[config.mk]
export PLATFORM = sky130hd
export DESIGN_NAME = pwm_capture
export DESIGN_NICKNAME = d
export VERILOG_FILES = /design/src/rtl/pwm_pkg.sv /design/src/rtl/pwm_sync_edge.sv /design/src/rtl/pwm_capture.sv
export SDC_FILE = /design/constraint.sdc
export NUM_CORES = 1
export LEC_CHECK = 0
export CORE_MARGIN = 4
export CORE_UTILIZATION = 40
export DETAILED_ROUTE_END_ITERATION = 10
export HOLD_SLACK_MARGIN = 0.03
export REMOVE_ABC_BUFFERS = 1
export SLEW_MARGIN = 20
export SYNTH_ARGS = -nofsm -noshare
export SYNTH_HDL_FRONTEND = slang
export SYNTH_HIERARCHICAL = 1
export SYNTH_SLANG_ARGS = --single-unit
[constraint.sdc]
create_clock -name clk -period 1.9 [get_ports clk]
set_input_delay 0.38 -clock clk [delete_from_list [all_inputs] [get_ports clk]]
set_output_delay 0.38 -clock clk [all_outputs]
set_load 0.05 [all_outputs]
[src/rtl/pwm_pkg.sv]
// -----------------------------------------------------------------------------
// pwm_pkg
// Shared definitions for the PWM generator / capture family.
//   - pwm_state_e : capture FSM states (idle, armed, measuring high, measuring low)
//   - PwmCntWidthDefault / PwmTimeoutDefault : default counter width and
//     stuck-line timeout used by the capture block
// -----------------------------------------------------------------------------
package pwm_pkg;

    typedef enum logic [1:0] {
        StIdle,
        StArm,
        StHigh,
        StLow
    } pwm_state_e;

    localparam int unsigned PwmCntWidthDefault = 16;
    localparam int unsigned PwmTimeoutDefault  = 1024;

endpackage

[src/rtl/pwm_sync_edge.sv]
// -----------------------------------------------------------------------------
// pwm_sync_edge
// Two-flop synchroniser for an asynchronous input, followed by a delay flop
// used for edge detection.
// Ports:
//   clk     : sole clock, rising edge
//   rst     : asynchronous active-low reset
//   sig_i   : asynchronous input
//   level_o : synchronised level (second synchroniser stage)
//   rise_o  : one-cycle pulse on a synchronised 0->1 transition
//   fall_o  : one-cycle pulse on a synchronised 1->0 transition
// -----------------------------------------------------------------------------
module pwm_sync_edge (
    input  logic clk,
    input  logic rst,
    input  logic sig_i,
    output logic level_o,
    output logic rise_o,
    output logic fall_o
);

    logic s1_q;
    logic s2_q;
    logic s3_q;

    always_ff @(posedge clk or negedge rst) begin
        if (!rst) begin
            s1_q <= 1'b0;
            s2_q <= 1'b0;
            s3_q <= 1'b0;
        end else begin
            s1_q <= sig_i;
            s2_q <= s1_q;
            s3_q <= s2_q;
        end
    end

    // Both edges come from the same s2/s3 pair, so rise and fall share one
    // latency and measured intervals are exact.
    always_comb begin
        level_o = s2_q;
        rise_o  = s2_q & ~s3_q;
        fall_o  = ~s2_q & s3_q;
    end

endmodule

[src/rtl/pwm_capture.sv]
// -----------------------------------------------------------------------------
// pwm_capture
// Measures period and high time of an asynchronous PWM input in clk cycles.
// Ports:
//   clk       : sole clock, rising edge
//   rst       : asynchronous active-low reset
//   en        : capture enable; low returns to idle and discards partial data
//   pwm_in    : asynchronous PWM input
//   period    : last measured period (rise to rise), in clk cycles
//   pulse_len : last measured high time (rise to fall), in clk cycles
//   valid     : one-cycle strobe when period/pulse_len update
//   timeout   : sticky; no edge for TIMEOUT cycles, cleared by next valid
//   level     : synchronised pwm_in, tells stuck-high from stuck-low
// -----------------------------------------------------------------------------
module pwm_capture
    import pwm_pkg::*;
#(
    parameter int unsigned CNT_WIDTH = PwmCntWidthDefault,
    parameter int unsigned TIMEOUT   = PwmTimeoutDefault
) (
    input  logic                 clk,
    input  logic                 rst,
    input  logic                 en,
    input  logic                 pwm_in,
    output logic [CNT_WIDTH-1:0] period,
    output logic [CNT_WIDTH-1:0] pulse_len,
    output logic                 valid,
    output logic                 timeout,
    output logic                 level
);

    localparam logic [CNT_WIDTH-1:0] TimeoutCnt = CNT_WIDTH'(TIMEOUT);
    localparam logic [CNT_WIDTH-1:0] CntOne     = CNT_WIDTH'(1);

    logic sync_level;
    logic sync_rise;
    logic sync_fall;

    pwm_sync_edge u_sync_edge (
        .clk     (clk),
        .rst     (rst),
        .sig_i   (pwm_in),
        .level_o (sync_level),
        .rise_o  (sync_rise),
        .fall_o  (sync_fall)
    );

    pwm_state_e           state_q, state_d;
    logic [CNT_WIDTH-1:0] cnt_q, cnt_d;
    logic [CNT_WIDTH-1:0] pulse_r_q, pulse_r_d;
    logic [CNT_WIDTH-1:0] period_q, period_d;
    logic [CNT_WIDTH-1:0] pulse_len_q, pulse_len_d;
    logic                 valid_q, valid_d;
    logic                 timeout_q, timeout_d;

    logic [CNT_WIDTH-1:0] cnt_inc;
    logic                 timed_out;

    // Saturating increment: a fall landing exactly on the timeout count
    // pushes cnt one past TIMEOUT, so the limit test below is >= and the
    // counter must never wrap back under it.
    always_comb begin
        cnt_inc   = (cnt_q == '1) ? cnt_q : cnt_q + CntOne;
        timed_out = (cnt_q >= TimeoutCnt);
    end

    always_comb begin
        state_d     = state_q;
        cnt_d       = cnt_q;
        pulse_r_d   = pulse_r_q;
        period_d    = period_q;
        pulse_len_d = pulse_len_q;
        valid_d     = 1'b0;
        timeout_d   = timeout_q;

        if (!en) begin
            state_d = StIdle;
            cnt_d   = '0;
        end else begin
            case (state_q)
                StIdle: begin
                    state_d = StArm;
                    cnt_d   = '0;
                end

                // First rise only starts a measurement; nothing reported.
                StArm: begin
                    if (sync_rise) begin
                        cnt_d   = CntOne;
                        state_d = StHigh;
                    end else if (timed_out) begin
                        timeout_d = 1'b1;
                        cnt_d     = '0;
                    end else begin
                        cnt_d = cnt_inc;
                    end
                end

                // Edge checks come before the timeout so an edge on the
                // limit cycle still counts as a normal edge.
                StHigh: begin
                    if (sync_fall) begin
                        pulse_r_d = cnt_q;
                        cnt_d     = cnt_inc;
                        state_d   = StLow;
                    end else if (timed_out) begin
                        timeout_d = 1'b1;
                        cnt_d     = '0;
                        state_d   = StArm;
                    end else begin
                        cnt_d = cnt_inc;
                    end
                end

                StLow: begin
                    if (sync_rise) begin
                        period_d    = cnt_q;
                        pulse_len_d = pulse_r_q;
                        valid_d     = 1'b1;
                        timeout_d   = 1'b0;
                        cnt_d       = CntOne;
                        state_d     = StHigh;
                    end else if (timed_out) begin
                        timeout_d = 1'b1;
                        cnt_d     = '0;
                        state_d   = StArm;
                    end else begin
                        cnt_d = cnt_inc;
                    end
                end

                default: begin
                    state_d = StIdle;
                    cnt_d   = '0;
                end
            endcase
        end
    end

    always_ff @(posedge clk or negedge rst) begin
        if (!rst) begin
            state_q     <= StIdle;
            cnt_q       <= '0;
            pulse_r_q   <= '0;
            period_q    <= '0;
            pulse_len_q <= '0;
            valid_q     <= 1'b0;
            timeout_q   <= 1'b0;
        end else begin
            state_q     <= state_d;
            cnt_q       <= cnt_d;
            pulse_r_q   <= pulse_r_d;
            period_q    <= period_d;
            pulse_len_q <= pulse_len_d;
            valid_q     <= valid_d;
            timeout_q   <= timeout_d;
        end
    end

    always_comb begin
        period    = period_q;
        pulse_len = pulse_len_q;
        valid     = valid_q;
        timeout   = timeout_q;
        level     = sync_level;
    end

endmodule

Yosys cells after proc, flatten, opt, wreduce, memory -nomap -nowiden
Index checks and enable logic that the tools add are counted.
{"block": "classes", "n_addsub": 1, "n_lt_le_gt_ge": 1, "eq_ne": 7, "n_mux": 20, "bitwise_logic": 4, "reduce_logical": 6}
{"cell": "$mux 16", "count": 5}
{"cell": "$pmux 16 s3", "count": 1}
{"cell": "$add 16x1->16 const B", "count": 1}
{"cell": "$eq 16x16->1 const B", "count": 1}
{"cell": "$ge 16x11->1 const B", "count": 1}
{"cell": "$mux 2", "count": 5}
{"cell": "$pmux 2 s4", "count": 1}
{"cell": "$mux 1", "count": 7}
{"cell": "$reduce_and 3->1", "count": 2}
{"cell": "$eq 2x2->1 const B", "count": 2}
{"cell": "$ne 2x2->1 const B", "count": 2}
{"cell": "$reduce_and 4->1", "count": 1}
{"cell": "$ne 3x3->1 const B", "count": 1}
{"cell": "$pmux 1 s3", "count": 1}
{"cell": "$reduce_bool 3->1", "count": 1}
{"cell": "$and 1x1->1", "count": 2}
{"cell": "$eq 2x1->1 const B", "count": 1}
{"cell": "$logic_not 2->1", "count": 1}
{"cell": "$not 1->1", "count": 2}
{"cell": "$reduce_or 2->1", "count": 1}
{"block": "totals", "regBits": 71, "in_bits": 4, "out_inout_bits": 35, "elab_cells": 49}

Logic depth before layout (Yosys ltp)
Gate-level depths: netlist (run 1).
{"block": "depth", "word_depth": 6, "mapped_depth": 7, "ltp_nobuf": 6}

By module
The synthesis (run 1) kept the hierarchy.
{"mod": "pwm_capture", "instances": 1, "cells_each": 291, "area_each_um2": 2884.0, "seq_area_each_um2": 1701.6}
{"mod": "pwm_sync_edge", "instances": 1, "cells_each": 5, "area_each_um2": 90.1, "seq_area_each_um2": 75.1}

Least setup slack after synthesis (run 1)
OpenSTA, ideal clock, no wires.
{"block": "synth_path", "kind": "reg-to-reg", "from": "register u_sync_edge.s2_q (netlist: u_sync_edge/level_o)", "to": "register pulse_r_q[10]", "setup_ns": 0.125, "arrival_ns": 1.881, "required_time_ns": 1.775, "setup_slack_ns": -0.106, "path_stages_with_launch": 5, "path_buffers": 1, "period_less_slack_ns": 2.006, "cell_sequence": "dfrtp_1 and2b_2 nand4b_1 clkbuf_1 mux2_2"}
{"block": "synth_between", "elab_chain_cells": 3}
{"item": "start, declared", "line": "pwm_sync_edge.sv:23", "text": "logic s2_q;"}
{"item": "start signal, assigned", "line": "pwm_sync_edge.sv:33", "text": "s2_q <= s1_q;"}
{"item": "$not 1->1", "line": "pwm_sync_edge.sv:43", "text": "fall_o = ~s2_q & s3_q;"}
{"item": "$and 1x1->1", "line": "pwm_sync_edge.sv:43"}
{"item": "net sync_fall", "line": "pwm_capture.sv:37", "text": "logic sync_fall;"}
{"item": "$reduce_and 3->1 (no line)"}
{"item": "end signal, assigned", "line": "pwm_capture.sv:152", "text": "pulse_r_q <= pulse_r_d;"}
{"item": "end, declared", "line": "pwm_capture.sv:50", "text": "logic [CNT_WIDTH-1:0] pulse_r_q, pulse_r_d;"}
The timed path passes the listed nets, and every way through them passes these cells.
A chain may end at the register's enable or synchronous reset.

Worst setup path after layout (run 1)
{"block": "layout_path", "from": "register valid_q (netlist: valid)", "to": "output valid"}
{"item": "start, declared", "line": "pwm_capture.sv:53", "text": "logic valid_q, valid_d;"}
{"item": "start signal, assigned", "line": "pwm_capture.sv:155", "text": "valid_q <= valid_d;"}
{"item": "end, declared", "line": "pwm_capture.sv:27", "text": "output logic valid,"}
No word-level cell between the ends.

==> results of run 1 <==
[cells in the mapped netlist, drive strengths merged]
cell type / count / area share, %
nor4: 4 / 0.84
mux2: 14 / 5.3
or4: 2 / 0.76
nand4: 5 / 1.5
o311a: 1 / 0.34
inv: 5 / 0.63
a311oi: 1 / 0.29
and3: 5 / 1.1
nand2: 102 / 13
o221ai: 1 / 0.29
nor3: 3 / 0.67
o21ai: 8 / 1.3
buf: 6 / 1.1
a21boi: 2 / 0.50
nor2: 23 / 2.9
xnor2: 6 / 1.8
mux2i: 1 / 0.34
ha: 2 / 0.84
nand2b: 2 / 0.42
nand4b: 1 / 0.29
dfrtp: 71 / 60
and2: 1 / 0.21
clkbuf: 7 / 0.88
and2b: 1 / 0.29
nor4b: 1 / 0.50
a211oi: 2 / 0.50
and4: 1 / 0.29
a21oi: 5 / 0.84
xor2: 3 / 0.88
nor2b: 2 / 0.42
nand3: 8 / 1.3
[how the worst max path moves through the flow]
stage	to	slack, ps	startpoint	cells after the start
after floorplan	timeout$_DFFE_PN0P_	-780	u_sync_edge/level_o$_DFF_PN0_	4
after global placement	pulse_r_q[10]$_DFFE_PN0P_	160	en	4
after detailed placement	cnt_q[10]$_DFF_PN0_	110	cnt_q[10]$_DFF_PN0_	5
after CTS	period[2]	10	period[2]$_DFFE_PN0P_	1
after global routing	cnt_q[4]$_DFF_PN0_	-40	cnt_q[11]$_DFF_PN0_	5
final	valid	70	valid$_DFF_PN0_	1
[placed cells by master (no fill, tap or decap), types with 2 or more instances in the layout]
| master | instances |
|---|---|
| a21boi_0 | 2 |
| buf_4 | 43 |
| or4_4 | 2 |
| nor2_1 | 23 |
| ha_1 | 2 |
| inv_1 | 5 |
| nand3_1 | 8 |
| a21oi_1 | 5 |
| a211oi_1 | 2 |
| buf_12 | 3 |
| nor4_1 | 3 |
| xnor2_1 | 6 |
| dfrtp_1 | 70 |
| mux2_2 | 14 |
| clkdlybuf4s50_1 | 3 |
| dlymetal6s2s_1 | 7 |
| clkbuf_8 | 10 |
| nor3_1 | 2 |
| and3_1 | 4 |
| nand4_1 | 3 |
| nand2_1 | 102 |
| o21ai_0 | 6 |
| nand2b_1 | 2 |
| nor2b_1 | 2 |
| o21ai_1 | 2 |
| xor2_1 | 3 |
| nand4_2 | 2 |
| clkinv_2 | 2 |
[flip-flops by register name, indices dropped and copies added, names as in the netlist]
name / flops
cnt_q: 16
u_sync_edge/level_o: 1
period: 16
pulse_r_q: 16
u_sync_edge/s1_q: 1
pulse_len: 16
state_q: 2
u_sync_edge/s3_q: 1
valid: 1
timeout: 1
[cell families after synthesis]
family                   Yosys count
AND/OR/NAND/NOR                  161
AO/OA/AOI/OAI                     20
buffers and inverters             18
multiplexers                      15
XOR/XNOR                           9
flip-flops                        71
adder cells (fa/ha/maj)            2
[per-stage QoR]
| step | util [%] | hold slack, ps | cell area [um^2] |
|---|---|---|---|
| floorplan | - | 84.4 | 2920 |
| CTS | 50.6 | 70.5 | 3670 |
| detailed placement | 48.5 | 339 | 3520 |
| global placement | 48.5 | 336 | 3520 |
| global route | 51.1 | 94.5 | 3700 |
| finish | 51.1 | 46.9 | 3700 |
[cell type report]
class / count / area share (%)
Clock buffer: 11 / 3.82
Clock inverter: 2 / 0.270
Inverter: 5 / 0.507
Multi-Input combinational cell: 207 / 30.4
Sequential cell: 71 / 48.0
Tap cell: 99 / 3.34
Timing Repair Buffer: 57 / 13.6
[power groups by stage]
stage	Combinational [uW]	Clock [uW]	Sequential, uW
after floorplan	30.7	0	1570
after global placement	107	0	1560
after detailed placement	108	0	1560
after CTS	109	1030	1530
after global routing	120	1090	1540
final	104	993	1530
[worst register-to-register path: cells and delay by family, from the launching register on]
family,cells,cell delay [ps]
AO/OA/AOI/OAI,1,140
flip-flops,1,450
AND/OR/NAND/NOR,3,920
buffers and inverters,1,180
[repair_timing]
action                                  CTS  global route
hold buffers                              0             0
endpoints found under the setup margin    0            12
gates resized for setup                   0             9
buffers inserted                          0             1
[routing by layer]
metal	vias up	track usage (%)	routed length [um]
met4	0	7.94	134
li1	1077	-	-
met1	1005	19.1	2810
met2	38	22.1	2620
met3	11	2.88	199
met5	-	0	0
==> results_dict.tcl, run 1 <==
set metrics [dict create \
    status "complete, no violations" \
    synth_warnings 6 \
    switching_power_uw 592 \
    path_delay_family "buffers and inverters" \
    total_power_uw 2630 \
    clock_path_buffers 2 \
    slowest_delay_ps 800 \
    syn_area_um2 2970 \
    synthDistinctLibCells 37 \
    ant_nets 0 \
    wirelength_um 5760 \
    synth-simple-area-share_pct 24.4 \
    dp_hpwl_um 3750 \
    worst_slew_pin_slew_ps 507 \
    max_slew_margin_pct 66.1 \
    slowest_stage "clkdlybuf4s50_1" \
    fin_tns_setup_ps 0 \
    vdd_drop_max_uv 414 \
    synthXorXnorAreaFrac_pct 2.65 \
    finalCriticalPeriod_ps 1830 \
    drive_gt1_share_pct 23.5 \
    critPathArrivalTime_ps 1450 \
    fillerInstances 727 \
    holdCritPathClass "input pin to async pin" \
    yosysSeqAreaShare_pct 59.7 \
    maxSlewViolCount 0 \
    hold_violations 0 \
    setup_ws_ps 68.3 \
    coreArea_um2 7250 \
    fin_cells 452 \
    worstPathRequired_ps 1520 \
    crit_chain "clkdlybuf4s50_1" \
    multi_input_area_um2 1130 \
    cts_buffers 9 \
    cp_num_buf_inv 1 \
    die_h_um 94.2 \
    start_util_pct 41.0 \
    viasPerCell 4.71 \
    clk_latency_ps 340 \
    cap_violations 0 \
    synth_fa_ha_area_share_pct 0.841 \
    r2r_slack_ps 100 \
    fmax_mhz 546 \
    vias 2131 \
    globalRouteTotalUtil_pct 14.4 \
    cts_htree_levels 3 \
    dp_slack_ps 114 \
    crit_type "register to primary output" \
    grt_pass1_wl_um 9890 \
    synthMuxAreaShare_pct 5.64 \
    wl_per_cell_um 12.8 \
    port_buffers 38 \
    r2r_cells 5 \
    r2r-start "cnt_q[11]$_DFF_PN0_" \
    yosys_register_bits 71 \
    gp_congestion 0.853 \
    synth-compound-area-share_pct 4.12 \
    skew_ps 9.95 \
    clkPwrFrac_pct 37.7 \
    switching_share_pct 22.5 \
    grt_pass1_vias 2109 \
    end_kind "primary output" \
    synth_top_family_by_area "simple AND/OR/NAND/NOR gates" \
    grt_max_degree 72 \
    internal-power_uw 2040 \
    die_x_um 94.2 \
    syn_avg_cell_area_um2 10.0 \
    io-pin-count 39 \
    start_kind "register" \
    min_period_over_period_pct 96.4 \
    powerDensity_nw_per_um2 711 \
    cts-root-buf "clkbuf_8" \
    antenna_found_initial 0 \
    finalSetupViolations 0 \
    rsz0062_at_grt "yes" \
    drtPass1Iterations 4 \
    placed_cells 438 \
    path_max_fanout 1 \
    diodes 0 \
    cts_sinks 71 \
    p_comb_share_pct 4.0 \
    grt_overflow 0 \
    p_seq_share_pct 58.3 \
    leakage_uw 0.00201 \
    regArea_um2 1780 \
    rr_endpoint "cnt_q[1]$_DFF_PN0_" \
    area_growth_pct 24.5 \
    drtIter0Drc 84 \
    drc_errors 0 \
    dieArea_um2 8880 \
    num_rows 31 \
    clk_pin_slew_ps 70 \
    cts_tree "yes" \
    syn_inst 296 \
    fin_nets 357 \
]
Note: power is estimated with default switching activity, not from simulation.
==> inputs of run 2 (changes only) <==
--- a/config.mk
+++ b/config.mk
@@ -6,9 +6,10 @@
 export NUM_CORES = 1
 export LEC_CHECK = 0
 export CORE_MARGIN = 4
-export CORE_UTILIZATION = 40
+export CORE_UTILIZATION = 50
 export DETAILED_ROUTE_END_ITERATION = 10
 export HOLD_SLACK_MARGIN = 0.03
+export PLACE_DENSITY = 0.73
 export REMOVE_ABC_BUFFERS = 1
 export SLEW_MARGIN = 20
 export SYNTH_ARGS = -nofsm -noshare
==> run 2 against run 1 <==
Sequential share of layout area down 0.23 points. Via count up 5.3%. Design area up 0.41%. Clock-buffer cell count decreased by 1. Power is 7.9% higher. Die area shrank 18%. Non-clock buffer count shrank 1. First-iteration DRC count up 69%. Cell count is 5.5% lower.
==> results_dict.tcl, run 2 (same netlist as run 1, synthesis figures left out) <==
set metrics [dict create \
    slowest_delay_ps 800 \
    startpoint "period[8]$_DFFE_PN0P_" \
    drc_errors 0 \
    grt_pass1_vias 2332 \
    clk_pin_slew_ps 80 \
    r2r_cells 5 \
    io-pin-count 39 \
    skew_ps 9.21 \
    finalCriticalPeriod_ps 1860 \
    slowest_stage "clkdlybuf4s50_1" \
    globalRouteTotalUtil_pct 19.0 \
    postCtsHoldBufs 0 \
    die_x_um 85.1 \
    path_delay_family "buffers and inverters" \
    drtIter0Drc 142 \
    cts-root-buf "clkbuf_8" \
    end_kind "primary output" \
    worst_slew_pin_slew_ps 605 \
    postCtsSetupRepairBufs 0 \
    cts_sinks 71 \
    hold_violations 0 \
    leakage_uw 0.00210 \
    crit_type "register to primary output" \
    cp_num_buf_inv 1 \
    drtPass1Iterations 4 \
    fmax_mhz 537 \
    stdcell_area_um2 3720 \
    r2r_slack_ps 130 \
    worstPathRequired_ps 1520 \
    dieArea_um2 7250 \
    start_util_pct 52.7 \
    crit_chain "clkdlybuf4s50_1" \
    num_rows 27 \
    maxSlewViolCount 0 \
    vias 2244 \
    grt_pass1_wl_um 10900 \
    powerDensity_nw_per_um2 764 \
    gp_congestion 0.873 \
    status "complete, no violations" \
    grt_max_degree 27 \
    rsz0062_at_grt "no" \
    clock_path_buffers 2 \
    dp_hpwl_um 4350 \
    diodes 0 \
    min_period_over_period_pct 98.1 \
    cap_violations 0 \
    mostFrequentLayoutCell "nand2_1" \
    cts_tree "yes" \
    post_dp_cell_area_um2 3490 \
    clk_latency_ps 350 \
    ant_nets 0 \
    fin_tns_setup_ps 0 \
    area_growth_pct 25.0 \
    wirelength_um 6240 \
    layout_common_cells "102 x nand2_1, 71 x dfrtp_1, 37 x buf_4" \
    finalSetupViolations 0 \
    utilization_pct 65.9 \
    drive_gt1_share_pct 22.3 \
    die_h_um 85.1 \
    wl_per_cell_um 14.6 \
    viasPerCell 5.26 \
    max_slew_margin_pct 59.7 \
    total_power_uw 2840 \
    critPathArrivalTime_ps 1480 \
    rr_endpoint "cnt_q[14]$_DFF_PN0_" \
    coreArea_um2 5640 \
    cts_buffers 9 \
    path_max_fanout 2 \
    r2r-start "cnt_q[10]$_DFF_PN0_" \
    cts_htree_levels 3 \
    holdCritPathClass "input pin to async pin" \
    fin_nets 356 \
    dp_slack_ps 113 \
    start_kind "register" \
    grt_overflow 0 \
    vdd_drop_max_uv 452 \
    setup_ws_ps 36.5 \
    ctsResizeCount 0 \
    port_buffers 38 \
    antenna_found_initial 0 \
]
## run 2: power breakdown
group,leakage (uW),internal [uW],switching [uW],total [uW]
logic,0.00102,36.2,75.8,112
registers,0.000982,1520,11.3,1530
clock network,0.0000981,634,559,1190
total,0.00210,2190,646,2840
## run 2: worst max-delay path by stage
stage	end	slack (ps)	cells after the start
2_1_floorplan	timeout$_DFFE_PN0P_	-780	4
3_3_place_gp	pulse_r_q[10]$_DFFE_PN0P_	180	4
3_5_place_dp	pulse_r_q[13]$_DFFE_PN0P_	110	4
4_1_cts	pulse_len[11]	4	1
5_1_grt	period[8]	3	1
6_report	period[8]	40	1
## run 2: area by class of cell
class / count / area, um^2
fill: 451 / 1920
sequential: 71 / 1780
multi-input combinational: 207 / 1120
timing repair buffer: 56 / 513
clock buffer: 10 / 138
tap: 72 / 90.1
clock inverter: 6 / 60.1
inverter: 5 / 18.8
## run 2: metal layers
metal / routed length [um] / track usage [%] / vias to the layer above
li1: - / - / 1083
met1: 2770 / 24.5 / 1093
met2: 3000 / 31.5 / 59
met3: 369 / 4.95 / 9
met4: 89 / 5.61 / 0
met5: 0 / 0 / -
## run 2: through the flow
stage	std cells	hold slack (ps)
global placement	411	335
detailed placement	411	339
global route	427	70.1
CTS	427	57.1
floorplan	283	84.4
finish	427	28.7
==> inputs of run 3 (changes only) <==
--- a/config.mk
+++ b/config.mk
@@ -5,7 +5,6 @@
 export SDC_FILE = /design/constraint.sdc
 export NUM_CORES = 1
 export LEC_CHECK = 0
-export CORE_MARGIN = 4
 export CORE_UTILIZATION = 50
 export DETAILED_ROUTE_END_ITERATION = 10
 export HOLD_SLACK_MARGIN = 0.03
==> run 3 against run 2 <==
Critical path depth is the same. Register-to-register slack lost 40 ps. Maximum frequency grew 0.17%. Clock skew shrank 0.94 ps. Flip-flop and latch count is the same. Core utilization grew 0.44 points. Combinational power shrank 11%. Power grew 0.49%. Global-route usage grew 0.54 points. Non-clock buffer count shrank 3. Critical path type unchanged. Largest power group unchanged.
==> results_dict.tcl, run 3 (same netlist as run 1, synthesis figures left out) <==
set metrics [dict create \
    status "complete, no violations" \
    use_met2_pct 30.3 \
    crit_type "register to primary output" \
    wl_per_cell_um 12.8 \
    fmax_mhz 538 \
    vias 2178 \
    path_max_fanout 2 \
    cp_num_buf_inv 1 \
    end_kind "primary output" \
    diodes 0 \
    dp_hpwl_um 3570 \
    cts_sinks 71 \
    clk_pin_slew_ps 80 \
    num_rows 27 \
    clk_latency_ps 330 \
    rsz0062_at_grt "no" \
    grt_overflow 0 \
    port_buffers 38 \
    worstPathRequired_ps 1520 \
    p_seq_share_pct 53.8 \
    gp_congestion 0.842 \
    drtIter0Drc 138 \
    startpoint "period[2]$_DFFE_PN0P_" \
    total_power_uw 2850 \
    fillerInstances 463 \
    crit_chain "clkdlybuf4s50_1" \
    io-pin-count 39 \
    critPathArrivalTime_ps 1480 \
    holdCritPathClass "input pin to async pin" \
    min_period_over_period_pct 97.9 \
    grt_max_degree 72 \
    path_delay_family "buffers and inverters" \
    finalCriticalPeriod_ps 1860 \
    fin_nets 353 \
    maxSlewViolCount 0 \
    viasPerCell 5.14 \
    area_growth_pct 25.1 \
    drc_errors 0 \
    powerDensity_nw_per_um2 767 \
    cp-endpoint "period[2]" \
    globalRouteTotalUtil_pct 19.5 \
    cts_htree_levels 3 \
    cts_buffers 9 \
    ant_nets 0 \
    clock_path_buffers 2 \
    utilization_pct 66.4 \
    setup_ws_ps 39.7 \
    die_h_um 79.1 \
    p_comb_share_pct 3.5 \
    met1_usage_pct 25.7 \
    leakage_uw 0.00217 \
    r2r_slack_ps 90 \
    hold_violations 0 \
    ctsResizeCount 0 \
    fin_tns_setup_ps 0 \
    global_route.usage.met3_pct 5.17 \
    regArea_um2 1780 \
    wirelength_um 5440 \
    r2r-start "cnt_q[0]$_DFF_PN0_" \
    drtPass1Iterations 4 \
    crit_cells 1 \
    switching_share_pct 21.9 \
    dp_slack_ps 118 \
    grt_pass1_wl_um 9320 \
    postCtsSetupRepairBufs 0 \
    start_kind "register" \
    slowest_stage "clkdlybuf4s50_1" \
    skew_ps 8.27 \
    vdd_drop_max_uv 577 \
    grt_pass1_vias 2104 \
    die_x_um 79.1 \
    rr_endpoint "cnt_q[4]$_DFF_PN0_" \
    multi_input_area_um2 1120 \
    worst_slew_pin_slew_ps 506 \
    drive_gt1_share_pct 19.3 \
    finalSetupViolations 0 \
    mostFrequentLayoutCell "nand2_1" \
    cts-root-buf "clkbuf_8" \
    dieArea_um2 6260 \
    coreArea_um2 5610 \
    cts_tree "yes" \
    cap_violations 0 \
    layout_common_cells "102 x nand2_1, 71 x dfrtp_1, 28 x buf_4" \
    slowest_delay_ps 810 \
    busiest_layer "met2" \
    max_slew_margin_pct 66.2 \
    antenna_found_initial 0 \
    postCtsHoldBufs 0 \
    clkPwrFrac_pct 42.7 \
    r2r_cells 6 \
    switching_power_uw 625 \
    internal-power_uw 2230 \
    start_util_pct 53.0 \
]
==> run 3: layout make-up <==
type	instances	share of cell area (%)
clock buffers	11	4.07
clock inverters	5	1.51
inverters	5	0.504
multi-input cells	207	30.1
flip-flops and latches	71	47.7
well taps	72	2.42
repair buffers	53	13.7
==> run 3: worst min-delay path by stage <==
stage / start / to
after floorplan: rst / cnt_q[0]$_DFF_PN0_
after global placement: u_sync_edge/s1_q$_DFF_PN0_ / u_sync_edge/level_o$_DFF_PN0_
after detailed placement: u_sync_edge/s1_q$_DFF_PN0_ / u_sync_edge/level_o$_DFF_PN0_
after CTS: rst / period[7]$_DFFE_PN0P_
after global routing: rst / period[7]$_DFFE_PN0P_
final: rst / pulse_r_q[1]$_DFFE_PN0P_
==> run 3: routing by layer <==
| layer | vias to the layer above | routed length [um] |
|---|---|---|
| met4 | 0 | 106 |
| met2 | 37 | 2530 |
| met3 | 12 | 203 |
| met1 | 1050 | 2600 |
| li1 | 1079 | - |
| met5 | - | 0 |
==> run 3: stage by stage <==
| step | hold WS (ps) | cell area [um^2] | cells |
|---|---|---|---|
| 2_1_floorplan | 84.4 | 2920 | 283 |
| 3_3_place_gp | 334 | 3470 | 408 |
| 3_5_place_dp | 340 | 3470 | 408 |
| 4_1_cts | 64.9 | 3680 | 424 |
| 5_1_grt | 84.5 | 3720 | 424 |
| 6_report | 59.4 | 3720 | 424 |
==> run 3: power groups by stage <==
stage               logic [uW]  clock network, uW  registers, uW
floorplan                 30.7                  0           1570
global placement           101                  0           1560
detailed placement         103                  0           1560
CTS                        103               1260           1540
global route               113               1330           1540
finish                    99.7               1220           1540
